$ cat src/rtl/rvvi_trace_pkg.sv
// Shared types and helpers for the RVVI retirement trace producer.
// Each trace entry is stored in fully decoded form so the output side is plain registers.
package rvvi_trace_pkg;

    localparam int ORDER_W    = 64;
    localparam int TRACE_XLEN = 32;
    localparam int TRACE_ILEN = 32;

    typedef struct packed {
        logic [ORDER_W-1:0]    order;
        logic [TRACE_XLEN-1:0] pc;
        logic [TRACE_ILEN-1:0] insn;
        logic                  trap;
        logic [31:0]           x_wb;
        logic [TRACE_XLEN-1:0] x_wdata;
    } trace_entry_t;

    // A write to x0 is architecturally invisible, so it produces an empty mask.
    function automatic logic [31:0] encode_wb(input logic we, input logic [4:0] addr);
        return (we && (addr != 5'd0)) ? (32'd1 << addr) : 32'd0;
    endfunction

endpackage

$ cat src/rtl/rvvi_trace_fifo.sv
// Synchronous FIFO of trace entries with an asynchronously cleared storage array.
// A push into a full FIFO is accepted when a pop happens in the same cycle.
module rvvi_trace_fifo
    import rvvi_trace_pkg::*;
#(
    parameter int DEPTH = 8
) (
    input  logic                   clk,
    input  logic                   reset,
    input  logic                   push,
    input  logic                   pop,
    input  trace_entry_t           din,
    output logic                   full,
    output logic                   empty,
    output logic [$clog2(DEPTH):0] level,
    output trace_entry_t           head
);

    localparam int AW = $clog2(DEPTH);

    trace_entry_t    mem [DEPTH];
    logic [AW-1:0]   rd_ptr;
    logic [AW-1:0]   wr_ptr;
    logic [AW:0]     count;
    logic            do_push;
    logic            do_pop;

    assign do_pop  = pop && !empty;
    assign do_push = push && (!full || do_pop);

    // Storage is cleared on reset so the head reads as zero while empty after reset.
    always_ff @(posedge clk or posedge reset) begin
        if (reset) begin
            for (int i = 0; i < DEPTH; i++) begin
                mem[i] <= '0;
            end
            rd_ptr <= '0;
            wr_ptr <= '0;
            count  <= '0;
        end else begin
            if (do_push) begin
                mem[wr_ptr] <= din;
                wr_ptr      <= wr_ptr + 1'b1;
            end
            if (do_pop) begin
                rd_ptr <= rd_ptr + 1'b1;
            end
            case ({do_push, do_pop})
                2'b10:   count <= count + 1'b1;
                2'b01:   count <= count - 1'b1;
                default: count <= count;
            endcase
        end
    end

    assign full  = (count == (AW+1)'(DEPTH));
    assign empty = (count == '0);
    assign level = count;
    assign head  = mem[rd_ptr];

endmodule

$ cat src/rtl/rvvi_trace_tx.sv
// RVVI retirement trace transmitter: tags retire events with an order number,
// buffers them, counts drops and halts capture once the drop limit is reached.
module rvvi_trace_tx
    import rvvi_trace_pkg::*;
#(
    parameter int XLEN       = 32,
    parameter int ILEN       = 32,
    parameter int DEPTH      = 8,
    parameter int MAX_ERRORS = 5
) (
    input  logic                   clk,
    input  logic                   reset,
    input  logic                   ret_valid,
    input  logic [XLEN-1:0]        ret_pc,
    input  logic [ILEN-1:0]        ret_insn,
    input  logic                   ret_trap,
    input  logic                   ret_gpr_we,
    input  logic [4:0]             ret_gpr_addr,
    input  logic [XLEN-1:0]        ret_gpr_data,
    output logic                   rvvi_valid,
    input  logic                   rvvi_ready,
    output logic [63:0]            rvvi_order,
    output logic [XLEN-1:0]        rvvi_pc,
    output logic [ILEN-1:0]        rvvi_insn,
    output logic                   rvvi_trap,
    output logic [31:0]            rvvi_x_wb,
    output logic [XLEN-1:0]        rvvi_x_wdata,
    output logic [7:0]             err_count,
    output logic                   halted,
    output logic [$clog2(DEPTH):0] level
);

    logic [ORDER_W-1:0] order_q;
    trace_entry_t       entry_in;
    trace_entry_t       head;
    logic               fifo_full;
    logic               fifo_empty;
    logic               fifo_pop;
    logic               capture;
    logic               push_ok;
    logic               drop;
    logic [31:0]        wb_mask;

    assign capture  = ret_valid && !halted;
    assign fifo_pop = rvvi_ready && !fifo_empty;
    assign push_ok  = capture && (!fifo_full || fifo_pop);
    assign drop     = capture && !push_ok;
    assign wb_mask  = encode_wb(ret_gpr_we, ret_gpr_addr);

    always_comb begin
        entry_in         = '0;
        entry_in.order   = order_q;
        entry_in.pc      = ret_pc;
        entry_in.insn    = ret_insn;
        entry_in.trap    = ret_trap;
        entry_in.x_wb    = wb_mask;
        entry_in.x_wdata = (wb_mask != 32'd0) ? ret_gpr_data : '0;
    end

    // The order counter advances on every captured event, so drops show up as gaps.
    always_ff @(posedge clk or posedge reset) begin
        if (reset) begin
            order_q   <= ORDER_W'(1);
            err_count <= 8'd0;
            halted    <= 1'b0;
        end else begin
            if (capture) begin
                order_q <= order_q + 1'b1;
            end
            if (drop && (err_count != 8'hFF)) begin
                err_count <= err_count + 8'd1;
            end
            if (drop && ((int'(err_count) + 1) >= MAX_ERRORS)) begin
                halted <= 1'b1;
            end
        end
    end

    rvvi_trace_fifo #(
        .DEPTH (DEPTH)
    ) u_fifo (
        .clk   (clk),
        .reset (reset),
        .push  (capture),
        .pop   (fifo_pop),
        .din   (entry_in),
        .full  (fifo_full),
        .empty (fifo_empty),
        .level (level),
        .head  (head)
    );

    assign rvvi_valid   = !fifo_empty;
    assign rvvi_order   = head.order;
    assign rvvi_pc      = head.pc;
    assign rvvi_insn    = head.insn;
    assign rvvi_trap    = head.trap;
    assign rvvi_x_wb    = head.x_wb;
    assign rvvi_x_wdata = head.x_wdata;

endmodule

$ cat config.mk
export PLATFORM = sky130hd
export DESIGN_NAME = rvvi_trace_tx
export DESIGN_NICKNAME = d
export VERILOG_FILES = /design/src/rtl/rvvi_trace_pkg.sv /design/src/rtl/rvvi_trace_fifo.sv /design/src/rtl/rvvi_trace_tx.sv
export SDC_FILE = /design/constraint.sdc
export NUM_CORES = 2
export LEC_CHECK = 0
export CAP_MARGIN = 15
export CORE_ASPECT_RATIO = 0.8
export CORE_UTILIZATION = 55
export DETAILED_ROUTE_END_ITERATION = 6
export GPL_TIMING_DRIVEN = 0
export PLACE_DENSITY = 0.77
export SKIP_CTS_REPAIR_TIMING = 1
export SYNTH_ARGS = -nofsm -noshare
export SYNTH_HDL_FRONTEND = slang
export SYNTH_HIERARCHICAL = 1
export SYNTH_SLANG_ARGS = --single-unit
$ cat constraint.sdc
create_clock -name clk -period 74.6 [get_ports clk]
set_clock_uncertainty 0.15 [all_clocks]
set_input_delay 14.92 -clock clk [delete_from_list [all_inputs] [get_ports clk]]
set_output_delay 14.92 -clock clk [all_outputs]
set_load 0.01 [all_outputs]
======== Word-level counts from Yosys, hierarchy flattened ========
Cells that the tools add are included.
cells by class
  add/sub/neg operators ................... 7
  multipliers ............................. 0
  div/mod/pow operators ................... 0
  magnitude comparators ................... 4
  equal/unequal tests ..................... 4
  shifts and indexed selects .............. 1
  muxes and demuxes ....................... 9
  bitwise operators ....................... 2
  reduce and logical (&&, ||, !) cells .... 20
operator list
  kind                                                                   count
  1544-bit bitwise mux                                                   1
  193-bit binary-select mux with 3-bit select                            1
  193-bit demux with 3-bit select                                        1
  193-bit 2-to-1 mux                                                     3
  64-bit by 1-bit adder with 64-bit output, second input constant        1
  32-bit 2-to-1 mux                                                      2
  32-bit nonzero test                                                    1
  1-bit by 5-bit left shift with 32-bit output, first input constant     1
  1-bit logical AND                                                      10
  8-bit by 1-bit adder with 9-bit output, second input constant          1
  9-bit by 3-bit >= comparator with 1-bit output, second input constant  1
  8-bit by 1-bit adder with 8-bit output, second input constant          1
  4-bit >= comparator, second input constant                             2
  8-bit inequality test, second input constant                           1
  3-bit inverter with 4-bit output                                       2
  4-bit case mux with 2 select lines                                     1
  3-bit by 1-bit adder with 3-bit output, second input constant          2
  5-bit nonzero test                                                     1
  4-bit by 1-bit adder with 4-bit output, second input constant          1
  4-bit == test, second input constant                                   1
  1-bit logical NOT                                                      4
  4-bit logical NOT                                                      1
  4-bit by 1-bit < comparator with 1-bit output, second input constant   1
  4-bit by 1-bit subtractor with 4-bit output, second input constant     1
  other kinds (4)                                                        5
storage, ports and cells
  flip-flop bits (word level) ............. 1627
  latch bits .............................. 0
  bits in writable memories ............... 0
  memory bits (read-only) ................. 0
  input bits .............................. 107
  output and inout port bits .............. 207
  logic and storage cells ................. 101
  memories kept ........................... 0

======== Longest topological paths before layout ========
  depth after elaboration ................. 8
  depth in mapped cells ................... 11
  depth with buffers taken out ............ 9

======== Hierarchy ========
Netlist, hierarchy kept.
modules (own cells, without submodules)
  module           instances  cells each  area an instance (sq um)  sequential area each (sq um)
  rvvi_trace_fifo  1          4014        69479.1                   38887.3
  rvvi_trace_tx    1          411         3967.6                    1828.0

======== Worst setup path before layout ========
OpenSTA, ideal clock, no wires.
  path type ............................... input-to-reg
  start ................................... in rvvi_ready
  end ..................................... reg u_fifo.count[3] (netlist: u_fifo/level[3])
  library setup time ...................... 0.134 ns
  data arrival time ....................... 17.364 ns
  required time ........................... 74.316 ns
  setup slack ............................. 56.953 ns
  stages on the path ...................... 8
  buffers on the path ..................... 1
  cell sequence ........................... nor2b_1 > buf_1 > o21ai_0 > ha_1 > ha_1 > or4b_2 > o311ai_0 > o211ai_1
between the ends
  cells in the longest elaborated chain, start to end .. 6
  elaborated cells between the ends (all ways) .. 8
  those cells by class .................... eq/ne (2); mux (1); reduce/logical (5)
ends and longest elaborated chain
  element                                                                    line                   source
  start: declaration                                                         rvvi_trace_tx.sv:21    input logic rvvi_ready,
  1-bit logical AND (*)                                                      rvvi_trace_tx.sv:45    assign fifo_pop = rvvi_ready && !fifo_empty;
  1-bit logical AND (*)                                                      rvvi_trace_fifo.sv:28  assign do_pop = pop && !empty;
  1-bit logical OR                                                           rvvi_trace_fifo.sv:29  assign do_push = push && (!full || do_pop);
  1-bit logical AND                                                          rvvi_trace_fifo.sv:29
  2-bit by 1-bit == test with 1-bit output or 2-bit == test (tied branches)  rvvi_trace_fifo.sv:48  case ({do_push, do_pop})
  4-bit case mux with 2 select lines or 2-bit nonzero test (tied branches)   -
  end signal: assignment                                                     rvvi_trace_fifo.sv:49  2'b10: count <= count + 1'b1;
  end signal: assignment                                                     rvvi_trace_fifo.sv:50  2'b01: count <= count - 1'b1;
  end signal: assignment                                                     rvvi_trace_fifo.sv:51  default: count <= count;
  end: declaration                                                           rvvi_trace_fifo.sv:24  logic [AW:0] count;
Every way passes the cells marked *; elsewhere a longest branch is shown, timed or not.
A chain may end at the register's enable or synchronous reset.

======== Final worst setup path ========
  start ................................... reg u_fifo.rd_ptr[1]
  end ..................................... out rvvi_order[63]
between the ends
  cells in the longest elaborated chain, start to end .. 4
ends and longest elaborated chain
  element                                                 line                   source
  start: declaration                                      rvvi_trace_fifo.sv:22  logic [AW-1:0] rd_ptr;
  start signal: assignment                                rvvi_trace_fifo.sv:46  rd_ptr <= rd_ptr + 1'b1;
  3-bit inverter with 4-bit output (implied by the code)  rvvi_trace_fifo.sv:59  assign head = mem[rd_ptr];
  193-bit binary-select mux with 3-bit select             rvvi_trace_fifo.sv:59
  193-bit 2-to-1 mux (implied by the code) (2 in series)  rvvi_trace_fifo.sv:59
  end: declaration                                        rvvi_trace_tx.sv:22    output logic [63:0] rvvi_order,
No other way between the ends. The select of a mux whose other input is x is not followed.

==> flow_summary.yaml <==
clock_network:
  cts_root_buf: "sky130_fd_sc_hd__clkbuf_16"
  cts_max_path_buffers: 3
  cts_sink_count: 1627
  clock_transition_at_the_register_clock_pins_on_the_worst_setup_and_hold_paths_after_cts_ns: 0.06
  htree_levels: 4
  clock_insertion_delay_worst_skew_ns: 0.81
  cts-buffers-inserted: 162
  cts_tree: "yes"
setup_path:
  worst-endpoint-required_ns: 59.53
  critical-path-top-delay-family: "buffers and inverters"
  critical_path.most_common_cell: "sky130_fd_sc_hd__clkbuf_1"
  critical_path.max_fanout: 10
  timing_worst_setup_path_type: "flop to output port"
  path_cells: "clkbuf_1 -> clkbuf_1 -> clkbuf_1 -> mux4_2 -> mux2_2 -> clkdlybuf4s50_1"
  critPathSlowestCell: "sky130_fd_sc_hd__clkbuf_1"
  cp.arrival_ns: 4.90
  critical_path.endpoint_type: "output port"
  critPathBufInv: 4
  reg2reg_slack_ns: 70.45
  startpoint_type: "flop"
  cpPeakStageDelay_ns: 1.01
die:
  fp.coreArea_sq_mm: 0.132
  die_width_um: 411
  fp.dieArea_sq_mm: 0.135
  die-height_um: 329
  ios: 314
  starting_density_of_the_core_pct: 55.6
  rows: 119
sta:
  fin_setup_tns_ns: 0
  setup_viol_count_final: 0
  finalHoldWorstSlack_ns: 0.335
  clock.fmax_ghz: 0.0501
  post-route-worst-setup-slack_ns: 54.63
  worst_slew_pin_slew_ns: 1.30
  shortest_clock_period_the_worst_path_allows_after_layout_ns: 19.97
  timing_hold_violations_final: 0
  min_period_over_period_pct: 26.8
  unrepaired_setup_endpoints_after_global_routing: "false"
  finalMaxSlewViolations: 0
  max-slew-margin-rel_pct: 13.2
cells_and_area:
  finish.net_count: 5046
  nFillCells: 9357
  seqCellArea_sq_mm: 0.0407
  fin_cells: 6813
  final_common_cell: "sky130_fd_sc_hd__dfrtp_1"
  fraction_of_layout_instances_using_a_drive_strength_above_1_pct: 44.2
  leading_cell_types_in_the_layout_fill_and_taps_excluded: "sky130_fd_sc_hd__dfrtp_1, sky130_fd_sc_hd__mux2_2, sky130_fd_sc_hd__mux2_1, sky130_fd_sc_hd__mux4_2, sky130_fd_sc_hd__clkdlybuf4s50_1"
  areaGrowthSynthToFinish_pct: 15.4
  multiInputGateArea_sq_mm: 0.0308
grt:
  grtUsageMet1_pct: 37.5
  grt_util_met3_pct: 6.24
  first_global_vias: 43841
  grt_use_met2_pct: 41.5
  pin_count_of_the_biggest_net_entering_global_routing: 136
  antenna_found_initial: 18
  grt_overflow_total: 0
  grt_pass1_wl_um: 271000
  gr-usage-all-layers_pct: 26.6
  busiest_layer: "met2"
detailed_routing:
  detail_route.drc_violations: 32
  drt_iter0_markers: 2671
  wl_per_cell_um: 25.7
  route.vias.total: 40613
  routed_via_density: 5.96
  drt_pre_antenna_iters: 7
  drt.antenna.violating_nets: 0
  finalWirelength_um: 175000
power:
  totalPowerFinal_mw: 3.28
  power_density_mw_per_mm2: 38.7
  ir_worst_vdd_v: 0.0000308
  cellLeakagePower_nw: 38.7
synth:
  syn_area_sq_mm: 0.0734
  synth.lib_cells_used.distinct: 59
  ys_seq_area_share_pct: 55.4
  share_of_flip_flops_with_an_asynchronous_set_or_reset_after_synthesis_pct: 100
  ys_ff_latch: 1627
  edff_count_synth: 0
  post_synth_inst_count: 4425
  avgSynthCellArea_sq_um: 16.6
  yosys_most_used_dff: "sky130_fd_sc_hd__dfrtp_1"
  yosysWarningCount: 6
placed_design:
  dp_worst_setup_slack_ns: 55.50
  placer_s_final_routability_congestion_estimate: 0.769
  place.detailed.instances: 6520
  post-dp-hpwl_um: 113000
  io_buffer_count: 313
status:
  violations: "design-rule violations"
  outcome: "complete, but fails checks"
min_path:
  worst_hold_path_type: "flop to flop"
run:
  timing.max_cap.violations: 0
[layout make-up]
cell class | count | area share, %
antenna | 6 | 0.0177
buffer | 289 | 2.23
clock buffer | 225 | 5.49
clock inverter | 62 | 0.977
inverter | 19 | 0.0959
multi-input combinational | 2497 | 36.3
sequential | 1627 | 48.0
tap | 1754 | 2.59
timing repair buffer | 334 | 4.25
[registers in the layout (all words and copies together), names as in the netlist]
signal and flops:
u_fifo/rd_ptr 3, u_fifo/level 4, u_fifo/mem 1544, order_q 64
u_fifo/wr_ptr 3, err_count 8, halted 1
[power by group]
part           leakage, nW  internal [mW]  switching [mW]
Clock                 2.72          0.495           0.347
Sequential            21.1           1.12           0.125
Combinational         14.9          0.652           0.536
[cell usage after synthesis, types with 2 or more instances]
master,number,area share [%]
sky130_fd_sc_hd__xor2_1,35,0.42
sky130_fd_sc_hd__nor3_2,6,0.082
sky130_fd_sc_hd__nor4_4,2,0.058
sky130_fd_sc_hd__xnor2_1,39,0.47
sky130_fd_sc_hd__nor4b_1,2,0.024
sky130_fd_sc_hd__ha_1,8,0.14
sky130_fd_sc_hd__a21oi_1,4,0.027
sky130_fd_sc_hd__nand3b_1,6,0.061
sky130_fd_sc_hd__o211ai_2,3,0.051
sky130_fd_sc_hd__or3b_2,2,0.024
sky130_fd_sc_hd__inv_1,19,0.097
sky130_fd_sc_hd__mux2_1,410,6.3
sky130_fd_sc_hd__nand4_1,18,0.15
sky130_fd_sc_hd__mux2_2,1330,20
sky130_fd_sc_hd__buf_6,57,0.87
sky130_fd_sc_hd__nand4_2,3,0.051
sky130_fd_sc_hd__o21ai_0,3,0.020
sky130_fd_sc_hd__buf_1,12,0.061
sky130_fd_sc_hd__dfrtp_1,1626,55
sky130_fd_sc_hd__nor3b_1,6,0.061
sky130_fd_sc_hd__o2111ai_2,3,0.061
sky130_fd_sc_hd__a2111oi_0,2,0.024
sky130_fd_sc_hd__nand2_1,38,0.19
sky130_fd_sc_hd__nand4b_1,2,0.024
sky130_fd_sc_hd__nor2b_1,7,0.060
sky130_fd_sc_hd__and3_1,8,0.068
sky130_fd_sc_hd__nor4_1,4,0.034
sky130_fd_sc_hd__nor2_1,55,0.28
sky130_fd_sc_hd__or3_1,2,0.017
sky130_fd_sc_hd__nor3_1,13,0.089
sky130_fd_sc_hd__and2_1,33,0.28
sky130_fd_sc_hd__o211ai_1,2,0.020
sky130_fd_sc_hd__buf_2,73,0.50
sky130_fd_sc_hd__mux4_2,386,12
sky130_fd_sc_hd__clkbuf_1,71,0.36
sky130_fd_sc_hd__nor4_2,4,0.068
sky130_fd_sc_hd__and4_1,4,0.048
sky130_fd_sc_hd__buf_4,76,0.78
sky130_fd_sc_hd__nand3_1,29,0.20
sky130_fd_sc_hd__mux2i_1,3,0.041
[metrics by stage]
stage | utilization [%] | area [sq um]
detailed placement | 60.0 | 79300
global placement | 59.7 | 78800
CTS | 64.2 | 84800
finish | 64.2 | 84800
global route | 64.2 | 84800
floorplan | - | 73500
[final timing paths]
path	start	end	depth (start not counted)
max in group asynchronous	reset	u_fifo/mem[91]	6
hold reg to reg	u_fifo/mem[914]	u_fifo/mem[914]	1
setup reg to reg	u_fifo/level[0]	u_fifo/level[3]	10
hold / removal	u_fifo/mem[914]	u_fifo/mem[914]	1
setup / recovery	u_fifo/rd_ptr[1]	rvvi_order[63]	6
min in group asynchronous	reset	err_count[7]	2
[routing by layer]
metal	up-vias	routed length [um]	part of all wire, %
met5	-	99	0.057
met4	18	4170	2.4
met3	252	9570	5.5
met2	778	83200	48
met1	21985	78000	45
li1	17580	-	-
[cell families after synthesis]
| family | synth area share, % |
|---|---|
| other | 0.00511 |
| AND/OR/NAND/NOR | 1.95 |
| flip-flops | 55.4 |
| adder cells (fa/ha/maj) | 0.164 |
| AO/OA/AOI/OAI | 0.336 |
| buffers and inverters | 2.67 |
| multiplexers | 38.6 |
| XOR/XNOR | 0.882 |
(Power assumes the default switching activity.)
